<file path="src/rtl/mul_hilo_ctrl_pkg.sv">
// Shared definitions for the EX-stage multiply / HI-LO controller.
package mul_hilo_ctrl_pkg;

  // MD op codes as presented on ex_op.
  typedef enum logic [3:0] {
    MdNop   = 4'd0,
    MdMult  = 4'd1,
    MdMultu = 4'd2,
    MdMadd  = 4'd3,
    MdMaddu = 4'd4,
    MdMsub  = 4'd5,
    MdMsubu = 4'd6,
    MdMthi  = 4'd7,
    MdMtlo  = 4'd8
  } md_op_e;

  // Controller states.
  typedef enum logic [1:0] {
    StIdle  = 2'd0,
    StBusy  = 2'd1,
    StAbort = 2'd2
  } ctrl_state_e;

  // How a completed product is folded into {HI,LO}.
  typedef enum logic [1:0] {
    AccSet = 2'd0,
    AccAdd = 2'd1,
    AccSub = 2'd2
  } acc_mode_e;

  // Multiply-class ops occupy the contiguous range MULT..MSUBU.
  function automatic logic is_mul_op(input logic [3:0] op);
    return (op >= MdMult) && (op <= MdMsubu);
  endfunction

  function automatic logic is_signed_op(input logic [3:0] op);
    return (op == MdMult) || (op == MdMadd) || (op == MdMsub);
  endfunction

  function automatic acc_mode_e acc_mode_of(input logic [3:0] op);
    if ((op == MdMadd) || (op == MdMaddu)) begin
      return AccAdd;
    end else if ((op == MdMsub) || (op == MdMsubu)) begin
      return AccSub;
    end
    return AccSet;
  endfunction

endpackage

</file>
<file path="src/rtl/mul_hilo_ctrl_hilo_reg.sv">
// 64-bit HI/LO architectural storage with direct and accumulate write paths.
module mul_hilo_ctrl_hilo_reg
  import mul_hilo_ctrl_pkg::*;
(
  input  logic        clk_i,
  input  logic        rst_ni,
  input  logic        hi_we_i,
  input  logic        lo_we_i,
  input  logic [63:0] wr_data_i,
  input  logic        acc_we_i,
  input  acc_mode_e   acc_mode_i,
  input  logic [63:0] acc_data_i,
  output logic [31:0] hi_o,
  output logic [31:0] lo_o
);

  logic [63:0] hilo_q, hilo_d;

  // Next {HI,LO}: accumulate path folds the product into the current registered value.
  always_comb begin
    hilo_d = hilo_q;
    if (acc_we_i) begin
      unique case (acc_mode_i)
        AccSet:  hilo_d = acc_data_i;
        AccAdd:  hilo_d = hilo_q + acc_data_i;
        AccSub:  hilo_d = hilo_q - acc_data_i;
        default: hilo_d = hilo_q;
      endcase
    end
    if (hi_we_i) hilo_d[63:32] = wr_data_i[63:32];
    if (lo_we_i) hilo_d[31:0]  = wr_data_i[31:0];
  end

  // HI/LO storage register.
  always_ff @(posedge clk_i or negedge rst_ni) begin
    if (!rst_ni) begin
      hilo_q <= '0;
    end else begin
      hilo_q <= hilo_d;
    end
  end

  assign hi_o = hilo_q[63:32];
  assign lo_o = hilo_q[31:0];

endmodule

</file>
<file path="src/rtl/mul_hilo_ctrl.sv">
// EX-stage controller: launches multiplies, stalls while in flight, retires into HI/LO,
// services MTHI/MTLO and drains the multiplier after a flush.
module mul_hilo_ctrl
  import mul_hilo_ctrl_pkg::*;
#(
  parameter int unsigned ABORT_CYCLES = 2
) (
  input  logic        clk,
  input  logic        rst,
  input  logic        ex_valid,
  input  logic [3:0]  ex_op,
  input  logic [31:0] rs_data,
  input  logic [31:0] rt_data,
  input  logic        flush,
  input  logic [63:0] mul_result,
  input  logic        mul_ready,
  output logic        mul_start,
  output logic        mul_stop,
  output logic        mul_signed,
  output logic [31:0] mul_a,
  output logic [31:0] mul_b,
  output logic        stall,
  output logic [31:0] hi,
  output logic [31:0] lo,
  output logic        done
);

  localparam int unsigned     CntW    = $clog2(ABORT_CYCLES + 1);
  localparam logic [CntW-1:0] CntLoad = CntW'(ABORT_CYCLES);
  localparam logic [CntW-1:0] CntOne  = CntW'(1);

  ctrl_state_e     state_q, state_d;
  logic [3:0]      op_q, op_d;
  logic [CntW-1:0] cnt_q, cnt_d;
  logic            done_q, done_d;

  logic hi_we, lo_we, acc_we;
  logic ex_go;

  assign ex_go = ex_valid & ~flush;
  assign mul_a = rs_data;
  assign mul_b = rt_data;
  assign done  = done_q;

  // Next-state, HI/LO write enables and multiplier/pipeline handshakes.
  always_comb begin
    state_d    = state_q;
    op_d       = op_q;
    cnt_d      = cnt_q;
    done_d     = 1'b0;
    mul_start  = 1'b0;
    mul_stop   = 1'b0;
    mul_signed = 1'b0;
    stall      = 1'b0;
    hi_we      = 1'b0;
    lo_we      = 1'b0;
    acc_we     = 1'b0;

    unique case (state_q)
      StIdle: begin
        if (ex_go) begin
          if (is_mul_op(ex_op)) begin
            mul_start  = 1'b1;
            mul_signed = is_signed_op(ex_op);
            stall      = 1'b1;
            op_d       = ex_op;
            state_d    = StBusy;
          end else begin
            hi_we = (ex_op == MdMthi);
            lo_we = (ex_op == MdMtlo);
          end
        end
      end
      StBusy: begin
        // Flush wins over a coincident ready: the product is dropped.
        if (flush) begin
          mul_stop = 1'b1;
          cnt_d    = CntLoad;
          state_d  = StAbort;
        end else if (mul_ready) begin
          acc_we  = 1'b1;
          done_d  = 1'b1;
          state_d = StIdle;
        end else begin
          stall = 1'b1;
        end
      end
      StAbort: begin
        mul_stop = 1'b1;
        if (cnt_q == CntOne) begin
          cnt_d   = '0;
          state_d = StIdle;
        end else begin
          cnt_d = cnt_q - CntOne;
        end
        // New multiplies wait for IDLE; HI/LO moves proceed.
        if (ex_go) begin
          if (is_mul_op(ex_op)) begin
            stall = 1'b1;
          end else begin
            hi_we = (ex_op == MdMthi);
            lo_we = (ex_op == MdMtlo);
          end
        end
      end
      default: begin
        state_d = StIdle;
      end
    endcase

    // Handshakes are quiet while reset is asserted, independent of EX inputs.
    if (!rst) begin
      mul_start  = 1'b0;
      mul_stop   = 1'b0;
      mul_signed = 1'b0;
      stall      = 1'b0;
    end
  end

  // Controller state, latched op, abort counter and done pulse.
  always_ff @(posedge clk or negedge rst) begin
    if (!rst) begin
      state_q <= StIdle;
      op_q    <= MdNop;
      cnt_q   <= '0;
      done_q  <= 1'b0;
    end else begin
      state_q <= state_d;
      op_q    <= op_d;
      cnt_q   <= cnt_d;
      done_q  <= done_d;
    end
  end

  mul_hilo_ctrl_hilo_reg u_hilo_reg (
    .clk_i      (clk),
    .rst_ni     (rst),
    .hi_we_i    (hi_we),
    .lo_we_i    (lo_we),
    .wr_data_i  ({rs_data, rs_data}),
    .acc_we_i   (acc_we),
    .acc_mode_i (acc_mode_of(op_q)),
    .acc_data_i (mul_result),
    .hi_o       (hi),
    .lo_o       (lo)
  );

endmodule

</file>
<file path="config.mk">
export PLATFORM = sky130hd
export DESIGN_NAME = mul_hilo_ctrl
export DESIGN_NICKNAME = d
export VERILOG_FILES = /design/src/rtl/mul_hilo_ctrl_pkg.sv /design/src/rtl/mul_hilo_ctrl_hilo_reg.sv /design/src/rtl/mul_hilo_ctrl.sv
export SDC_FILE = /design/constraint.sdc
export NUM_CORES = 1
export LEC_CHECK = 0
export CORE_MARGIN = 5
export CORE_UTILIZATION = 51
export CTS_BUF_LIST = sky130_fd_sc_hd__clkbuf_4
export CTS_CLUSTER_DIAMETER = 60
export DETAILED_ROUTE_END_ITERATION = 8
export GPL_ROUTABILITY_DRIVEN = 1
export PLACE_DENSITY = 0.84
export SYNTH_ARGS = -nofsm -noshare
export SYNTH_HDL_FRONTEND = slang
export SYNTH_SLANG_ARGS = --single-unit
</file>
<file path="constraint.sdc">
create_clock -name clk -period 5.04 [get_ports clk]
set_input_delay 1.512 -clock clk [delete_from_list [all_inputs] [get_ports clk]]
set_output_delay 1.512 -clock clk [all_outputs]
set_load 0.1 [all_outputs]
</file>
==> results by group, run 1 <==
Run
  • Max capacitance violation total: 0

GRT
  • Layer with the highest usage: met2
  • Largest net degree at the start of global routing: 78
  • Grt total ovfl: 0
  • GRT Resource Usage Total: between 30% and 40%
  • GR Util met1: 48.2%
  • Grt met3 use: 10.5%
  • Initial antenna violation count: 3
  • First-pass GRT wire length: a little under 70 mm
  • GRT met2 Usage: 64.6%
  • Vias in the first global route: 12600

Timing
  • Worst hold margin: between 500 and 600 ps
  • Slew @ Worst Pin: 1020 ps
  • Min Tclk post-route: ~5600 ps
  • Clock Skews: roughly 22 ps
  • Max Transition Viols Final: 0
  • RSZ-0062 raised after global routing: true
  • Part of the cycle the worst path needs: 111%
  • Setup WS post-layout: -571 ps
  • Worst slew margin: 32.0%
  • Fmax: 0.178 GHz
  • # setup viols final: 36
  • Hold Vio Cnt, Final: 0

Outcome
  • Status: finished with violations
  • Violated checks: setup timing

Floorplanning
  • FP Rows: 50
  • Initial Util: between 50% and 60%
  • Die height: 147 µm
  • Io pins: 270
  • Die Wd: 147 µm
  • Full die area: 0.0217 mm²
  • Core Region: roughly 0.019 mm²

Clock tree
  • Htree depth: 3
  • Max Root-Sink Buffers: 2
  • Clock transition at the registers of the reported paths: 160 ps
  • CTS Buf Count: 9
  • CTS sink count: 73
  • Clk_lat worst skew: 490 ps
  • Root buf cell: clkbuf_4
  • CTS tree: built

Route
  • Vias: 12800
  • Remaining antenna violation count: 0
  • DRT iter0 DRCs: 1250
  • # DRC: 0
  • First-pass DRT Iterations: 7
  • Routed vias/inst: 6.27
  • Drt total wl: 45.6 mm
  • Wire per inst: 22.4 µm

Critical path
  • Worst Path Required: roughly 5500 ps
  • Setup crit start kind: input pin
  • WP data arrival: 6020 ps
  • Crit. End Element: flip-flop
  • CP max FO: 3
  • Setup Crit Path Kind: in -> reg

Placement
  • GP Congestion: 1.03
  • Post-DP HPWL: 34.6 mm
  • Buffers on Ports: 205

Cells and area
  • Layout cells sized above 1: 33.5%
  • Total Nets Final: 2001
  • Area delta synth->final: 57.9%

Synth
  • Synth unique cells: 87
  • Cell Area, Synth: 0.00960 mm²
  • Dominant synthesized flop cell: dfrtp_1
  • Async SR Flop Fraction: 100%
  • Syn Nets: 1529
  • Syn Area/Cell: 7.26 µm²
  • Synth Warn #: 0
  • Seq/Total Area, Yosys: 19.0%
  • Yosys reg bits: 73
  • EDFF count, synth: 0
  • Synthesized instance count: 1322

Min path
  • Min-Delay Path Class: reg -> reg
==> cell type report <==
type / instances / area (µm²)
Timing Repair Buffer: 590 / 5000
Inverter: 32 / 123
Multi-Input combinational cell: 1088 / 7760
Fill cell: 1281 / 3480
Clock buffer: 10 / 75.1
Tap cell: 234 / 293
Clock inverter: 6 / 67.6
Antenna cell: 4 / 10.0
Sequential cell: 73 / 1830
==> stage by stage <==
step                      TNS [ps]  std cells  util [%]  instance area [µm²]  worst slack, ps
after floorplan              -4590       1322         -                 9690             -619
after global placement      -41240       1964      73.9                13800            -1270
after detailed placement    -43690       1964      73.9                13800            -1320
after CTS                    -5570       2017      78.8                14700             -361
after global routing        -17790       2035      81.3                15200             -780
final                       -12580       2037      81.3                15200             -571
==> final timing paths <==
check                                     from                    end  slack (ps)  depth (start not counted)
worst min-delay path                  cnt_q[0]               cnt_q[0]         520                          1
worst max-delay path            mul_result[14]  u_hilo_reg.hilo_q[46]        -570                         22
worst max register to register         op_q[0]  u_hilo_reg.hilo_q[51]         440                         19
worst min register to register        cnt_q[0]               cnt_q[0]         520                          1
min in group asynchronous                  rst               cnt_q[1]         880                          1
max in group asynchronous                  rst  u_hilo_reg.hilo_q[12]        3030                          2
==> per-layer routing <==
| metal | part of all wire, % | vias to the layer above | wire length [µm] |
|---|---|---|---|
| met5 | 0.039 | - | 18 |
| li1 | - | 5683 | - |
| met3 | 11 | 233 | 4810 |
| met4 | 6.8 | 2 | 3110 |
| met2 | 45 | 829 | 20800 |
| met1 | 37 | 6030 | 16900 |
==> worst max-delay path: stages <==
cell	delay (ps)
clkdlybuf4s15_1	200
or4_4	460
nor4_4	260
nand3_2	200
buf_6	160
buf_6	110
o31ai_4	170
xor2_1	180
ha_1	280
buf_4	150
and3_4	200
a221oi_2	350
o31ai_2	130
a221o_1	360
o211ai_1	310
nand3_2	160
a21oi_4	220
buf_6	130
buf_6	90
o211ai_1	80
o311a_1	140
o21ai_0	150
==> cells in the final DEF, fill, tap and decap left out, types with 10 or more instances in the layout <==
| cell | netlist | final |
|---|---|---|
| nand3_1 | 52 | 47 |
| a21oi_2 | 1 | 20 |
| o21a_1 | 12 | 11 |
| ha_1 | 69 | 64 |
| dfrtp_1 | 73 | 73 |
| xor2_1 | 44 | 43 |
| clkbuf_4 | 0 | 10 |
| buf_6 | 0 | 29 |
| nor3_1 | 29 | 21 |
| or3_1 | 13 | 10 |
| inv_1 | 32 | 30 |
| nand2_1 | 166 | 155 |
| a21oi_1 | 162 | 142 |
| xnor2_1 | 78 | 68 |
| a21o_1 | 30 | 30 |
| nand4_1 | 11 | 11 |
| o21ai_1 | 4 | 31 |
| o211ai_1 | 28 | 28 |
| nor2_1 | 85 | 77 |
| clkdlybuf4s50_1 | 0 | 147 |
| buf_4 | 64 | 391 |
| o21ai_0 | 128 | 91 |
==> flip-flops by register name (all words and copies together) (netlist names) <==
signal / flops
u_hilo_reg.hilo_q: 64
op_q: 4
cnt_q: 2
state_q: 2
done: 1
==> Yosys cell counts (4+ instances only) <==
cell type  instances  share of area [%]
nor4_1             4               0.26
o21ai_1            4               0.21
buf_4             64                5.0
a21o_1            30                2.3
nand3_1           52                2.7
nand2b_1           8               0.52
and3_1            12               0.78
inv_1             32                1.3
or4_1              4               0.31
o221ai_1           4               0.36
xnor2_1           78                7.1
a211oi_1          13                1.0
o31ai_1           14                1.1
o21a_1            12               0.94
and3b_1            5               0.46
o21ai_0          128                6.7
ha_1              69                9.0
a31oi_1           14               0.91
nor2_1            85                3.3
nand4_1           11               0.72
or2_2              4               0.26
a21oi_1          162                8.4
xor2_1            44                4.0
buf_2              5               0.26
dfrtp_1           73                 19
and2_1             5               0.33
o211ai_1          28                2.2
clkbuf_1          56                2.2
nand2_1          166                6.5
o22ai_1            5               0.33
or3_1             13               0.85
nor2b_1            5               0.33
o21bai_1           9               0.70
nor3_1            29                1.5
==> cell families (layout without fill, tap and decap cells) <==
| logic type | count (synthesis) | after routing | synth area share [%] |
|---|---|---|---|
| AO/OA/AOI/OAI | 463 | 463 | 29.4 |
| XOR/XNOR | 122 | 122 | 11.1 |
| adder cells (fa/ha/maj) | 70 | 70 | 9.20 |
| buffers and inverters | 161 | 638 | 8.87 |
| flip-flops | 73 | 73 | 19.0 |
| multiplexers | 4 | 4 | 0.443 |
| other | 0 | 4 | 0 |
| AND/OR/NAND/NOR | 429 | 429 | 22.0 |
==> timing repair <==
item | 4_1_cts | 5_1_grt
setup buffers | 43 | 21
pin swaps | 97 | 76
endpoints found under the hold margin | 0 | 0
endpoints found under the setup margin | 44 | 46
hold buffers | 0 | 0
gates resized for setup | 169 | 91
Power of run 1 is not shown: default switching activity piles up to over one toggle a cycle in this logic, so the estimate is an artifact.
==> run 2, diff against run 1 <==
PLACE_DENSITY = 0.85   (was 0.84)
SYNTH_HIERARCHICAL = 1   (was default)
==> run 2 against run 1 <==
Compared with the run above: the flow still finishes with violations (setup timing); fmax is 5.0% higher; critical path depth is 1 lower; first-iteration DRC count is 15% higher; die area is 0.29% lower; synthesized cell count is 2.0% lower; register-to-register slack worse by 40 ps; hold slack better by 4.0 ps; clock-buffer cell count is 1 higher; clock skew is 19 ps higher; worst setup slack better by 270 ps; critical path type unchanged.
==> results by group, run 2 <==
Outcome
  • Status: finished with violations
  • Violated checks: setup timing

Cells and area
  • Commonest non-fill, non-tap cell in the layout: buf_4
  • Layout cells sized above 1: 31.8% (-1.7 points)
  • Largest Register: u_hilo_reg/hilo_q
  • Top flop regs: u_hilo_reg/hilo_q: 64 flops, op_q: 4 flops
  • Fin area: 0.0146 mm² (-3.9%)
  • Commonest cells after routing, fill and taps aside: buf_4 (368), a21oi_1 (149), clkdlybuf4s50_1 (148), nand2_1 (126), xnor2_1 (97)
  • Total Nets Final: 1933 (-3.4%)
  • Area of the multi-input gates: 0.00746 mm² (-3.9%)
  • Max reg flops: 64 (unchanged)
  • Register area: 0.00183 mm² (unchanged)
  • Area delta synth->final: 52.2%
  • Fillers: 1240 (-3.2%)

Min path
  • Min-Delay Path Class: reg -> reg
  • WHS Path Cells: 1 (unchanged)
  • Hold Crit Start: cnt_q[0]
  • Worst Hold End: cnt_q[0]

Synth
  • Synth Area in Simple Gates: 20.5% (-1.4 points)
  • Syn Area/Cell: 7.39 µm² (+1.8%)
  • Mux cell area share after synthesis: 3.41% (+3.0 points)
  • Yosys reg bits: 73 (unchanged)
  • Seq/Total Area, Yosys: 19.1% (+0.060 points)
  • Synth unique cells: 74 (-15%)
  • Top-count cell post-synth: a21oi_1
  • Async SR Flop Fraction: 100% (unchanged)
  • EDFF count, synth: 0 (unchanged)
  • Main area contributors after synthesis: dfrtp_1 (19%), a21oi_1 (9.3%), ha_1 (9.3%)
  • Synth Warn #: 6 (+6)
  • Synthesized instance count: 1295 (-2.0%)
  • Compound-Gate Fraction of Synth Area: 26.6% (-2.8 points)
  • Syn Nets: 1504 (-1.6%)
  • Post-synth top cells: a21oi_1 (178), nand2_1 (131), nor2_1 (101)
  • Yosys top cell area share: 19.1% (+0.060 points)
  • Leading area contributor after synthesis: dfrtp_1
  • Synth Area in Adders: 9.49% (+0.29 points)
  • Largest family of logic cells by synthesized area: compound AO/OA/AOI/OAI gates
  • Cell Area, Synth: 0.00957 mm² (-0.31%)
  • Dominant synthesized flop cell: dfrtp_1
  • Post-synthesis xor/xnor area fraction: 11.0% (-0.15 points)

GRT
  • Vias in the first global route: 11900 (-5.3%)
  • First-pass GRT wire length: 62.7 mm (-8.4%)
  • Initial antenna violation count: 2 (-1)
  • Grt total ovfl: 0 (unchanged)
  • GRT Resource Usage Total: 36.0% (-3.8 points)
  • Largest net degree at the start of global routing: 103 (+32%)

Clock tree
  • Clock transition at the registers of the reported paths: 140 ps (-20 ps)
  • Max Root-Sink Buffers: 2 (unchanged)
  • Post-CTS Hold Buffers: 0 (unchanged)
  • CTS Buf Count: 9 (unchanged)
  • Root buf cell: clkbuf_4
  • CTS tree: built
  • Clk_lat worst skew: 490 ps (about the same)
  • CTS sink count: 73 (unchanged)
  • Htree depth: 3 (unchanged)

Critical path
  • Crit. End Element: flip-flop
  • Reg-to-Reg Start: op_q[0]
  • Setup crit start kind: input pin
  • Worst Path Required: 5460 ps (about the same)
  • Worst r2r dst: u_hilo_reg/hilo_q[62]
  • Setup Crit Path Kind: in -> reg
  • FF-to-FF path depth: 18 (-1)
  • WP data arrival: 5770 ps (-250 ps)
  • R2r setup slk: 400 ps (-40 ps)
  • CP max FO: 3 (unchanged)

Route
  • Remaining antenna violation count: 0 (unchanged)
  • Wire per inst: 21.2 µm (-5.2%)
  • Vias: 12200 (-4.6%)
  • DRT iter0 DRCs: 1434 (+15%)
  • First-pass DRT Iterations: 7 (unchanged)
  • Routed vias/inst: 6.19 (-1.3%)
  • Drt total wl: 41.8 mm (-8.4%)
  • # DRC: 0 (unchanged)

Timing
  • Clock Skews: 41.6 ps (+19.2 ps)
  • Hold Vio Cnt, Final: 0 (unchanged)
  • Setup WS post-layout: -305 ps (+266 ps)
  • Slew @ Worst Pin: 1050 ps (+32.6 ps)
  • RSZ-0062 raised after global routing: true
  • # setup viols final: 22 (-39%)
  • Max Transition Viols Final: 0 (unchanged)
  • Worst slew margin: 29.8% (-2.2 points)
  • Min Tclk post-route: 5350 ps (-266 ps)
  • Part of the cycle the worst path needs: 106% (-5.3 points)
  • Fmax: 0.187 GHz (+5.0%)
  • Setup TNS: -3500 ps (+9070 ps)
  • Worst hold margin: 526 ps (+4.02 ps)

Floorplanning
  • Initial Util: 51.5% (about the same)
  • Full die area: 0.0216 mm² (-0.29%)
  • Core Region: 0.0186 mm² (-0.34%)
  • Die Wd: 147 µm (-0.15%)
  • FP Rows: 50 (unchanged)
  • Io pins: 270 (unchanged)
  • Die height: 147 µm (-0.15%)

Run
  • Max capacitance violation total: 0 (unchanged)

Placement
  • GP Congestion: 0.988 (-4.4%)
  • Area after DPL: 0.0136 mm² (-1.4%)
  • Buffers on Ports: 205 (unchanged)
  • Post-DP HPWL: 31.0 mm (-10%)
-- run 2: cell count changes after synthesis, moves of 14 or more --
| cell | before | now |
|---|---|---|
| nand2_1 | 166 | 131 |
| o21ai_0 | 128 | 78 |
| o211ai_1 | 28 | 6 |
| nor3b_1 | 3 | 17 |
| a21oi_1 | 162 | 178 |
| mux2i_1 | 2 | 27 |
| inv_1 | 32 | 52 |
| o221ai_1 | 4 | 25 |
| xor2_1 | 44 | 20 |
| xnor2_1 | 78 | 100 |
| nand3_1 | 52 | 14 |
| nor2_1 | 85 | 101 |
-- run 2: cell families (layout without fill, tap and decap cells) --
kind of cell | after synthesis | in the layout
other | 0 | 5
AOI/OAI and AO/OA | 414 | 414
and+or+nand+nor | 397 | 397
adders and majority gates | 72 | 72
xor gates and xnor gates | 120 | 120
DFF | 73 | 73
muxes | 32 | 32
buffers and inverters | 187 | 621
-- run 2: metrics by stage --
step	std cells	setup slack, ps	util [%]
global placement	1907	-980	73.2
floorplan	1295	-282	-
global route	1967	-374	78.4
detailed placement	1907	-1040	73.2
finish	1968	-305	78.4
CTS	1943	-187	75.6
-- run 2: worst max path at each step --
stage | from | endpoint
2_1_floorplan | mul_result[6] | u_hilo_reg/hilo_q[62]
3_3_place_gp | mul_result[6] | u_hilo_reg/hilo_q[55]
3_5_place_dp | mul_result[6] | u_hilo_reg/hilo_q[55]
4_1_cts | mul_result[3] | u_hilo_reg/hilo_q[60]
5_1_grt | mul_result[29] | u_hilo_reg/hilo_q[62]
6_report | mul_result[29] | u_hilo_reg/hilo_q[62]
-- run 2: critical path, cell delays in order --
cell             delay (ps)
clkdlybuf4s50_1         440
or4_4                   460
nor3_4                  160
nand2_2                 120
buf_4                   160
nor4_4                  220
and3b_2                 280
a21oi_1                  90
xnor2_1                 150
ha_1                    340
buf_4                   140
nand2_1                  70
o21ai_1                 250
a21o_1                  170
a21o_1                  150
nand3_1                 130
nand2_1                 140
a21oi_4                  50
o221a_4                 260
or4_1                   390
nand3_1                  70
-- run 2: repair_timing --
item,in CTS,in global routing
setup endpoints to repair,42,42
setup buffers,20,20
endpoints found under the hold margin,0,0
resized for setup,85,99
pin swaps,46,57
-- run 2: cell type report --
| type | count | area share, % |
|---|---|---|
| Inverter | 52 | 1.34 |
| Clock buffer | 11 | 0.567 |
| Sequential cell | 73 | 12.5 |
| Timing Repair Buffer | 553 | 32.0 |
| Multi-Input combinational cell | 1035 | 51.2 |
| Clock inverter | 5 | 0.223 |
| Antenna cell | 5 | 0.0859 |
| Tap cell | 234 | 2.01 |
-- run 2: metal layers --
layer	wire, µm	track usage, %	vias to the layer above
met4	3110	23.3	0
met3	4160	9.04	202
li1	-	-	5447
met1	15000	41.2	5701
met2	19500	60.0	838
met5	0	0	-
Power of run 2 is left out for the same reason.
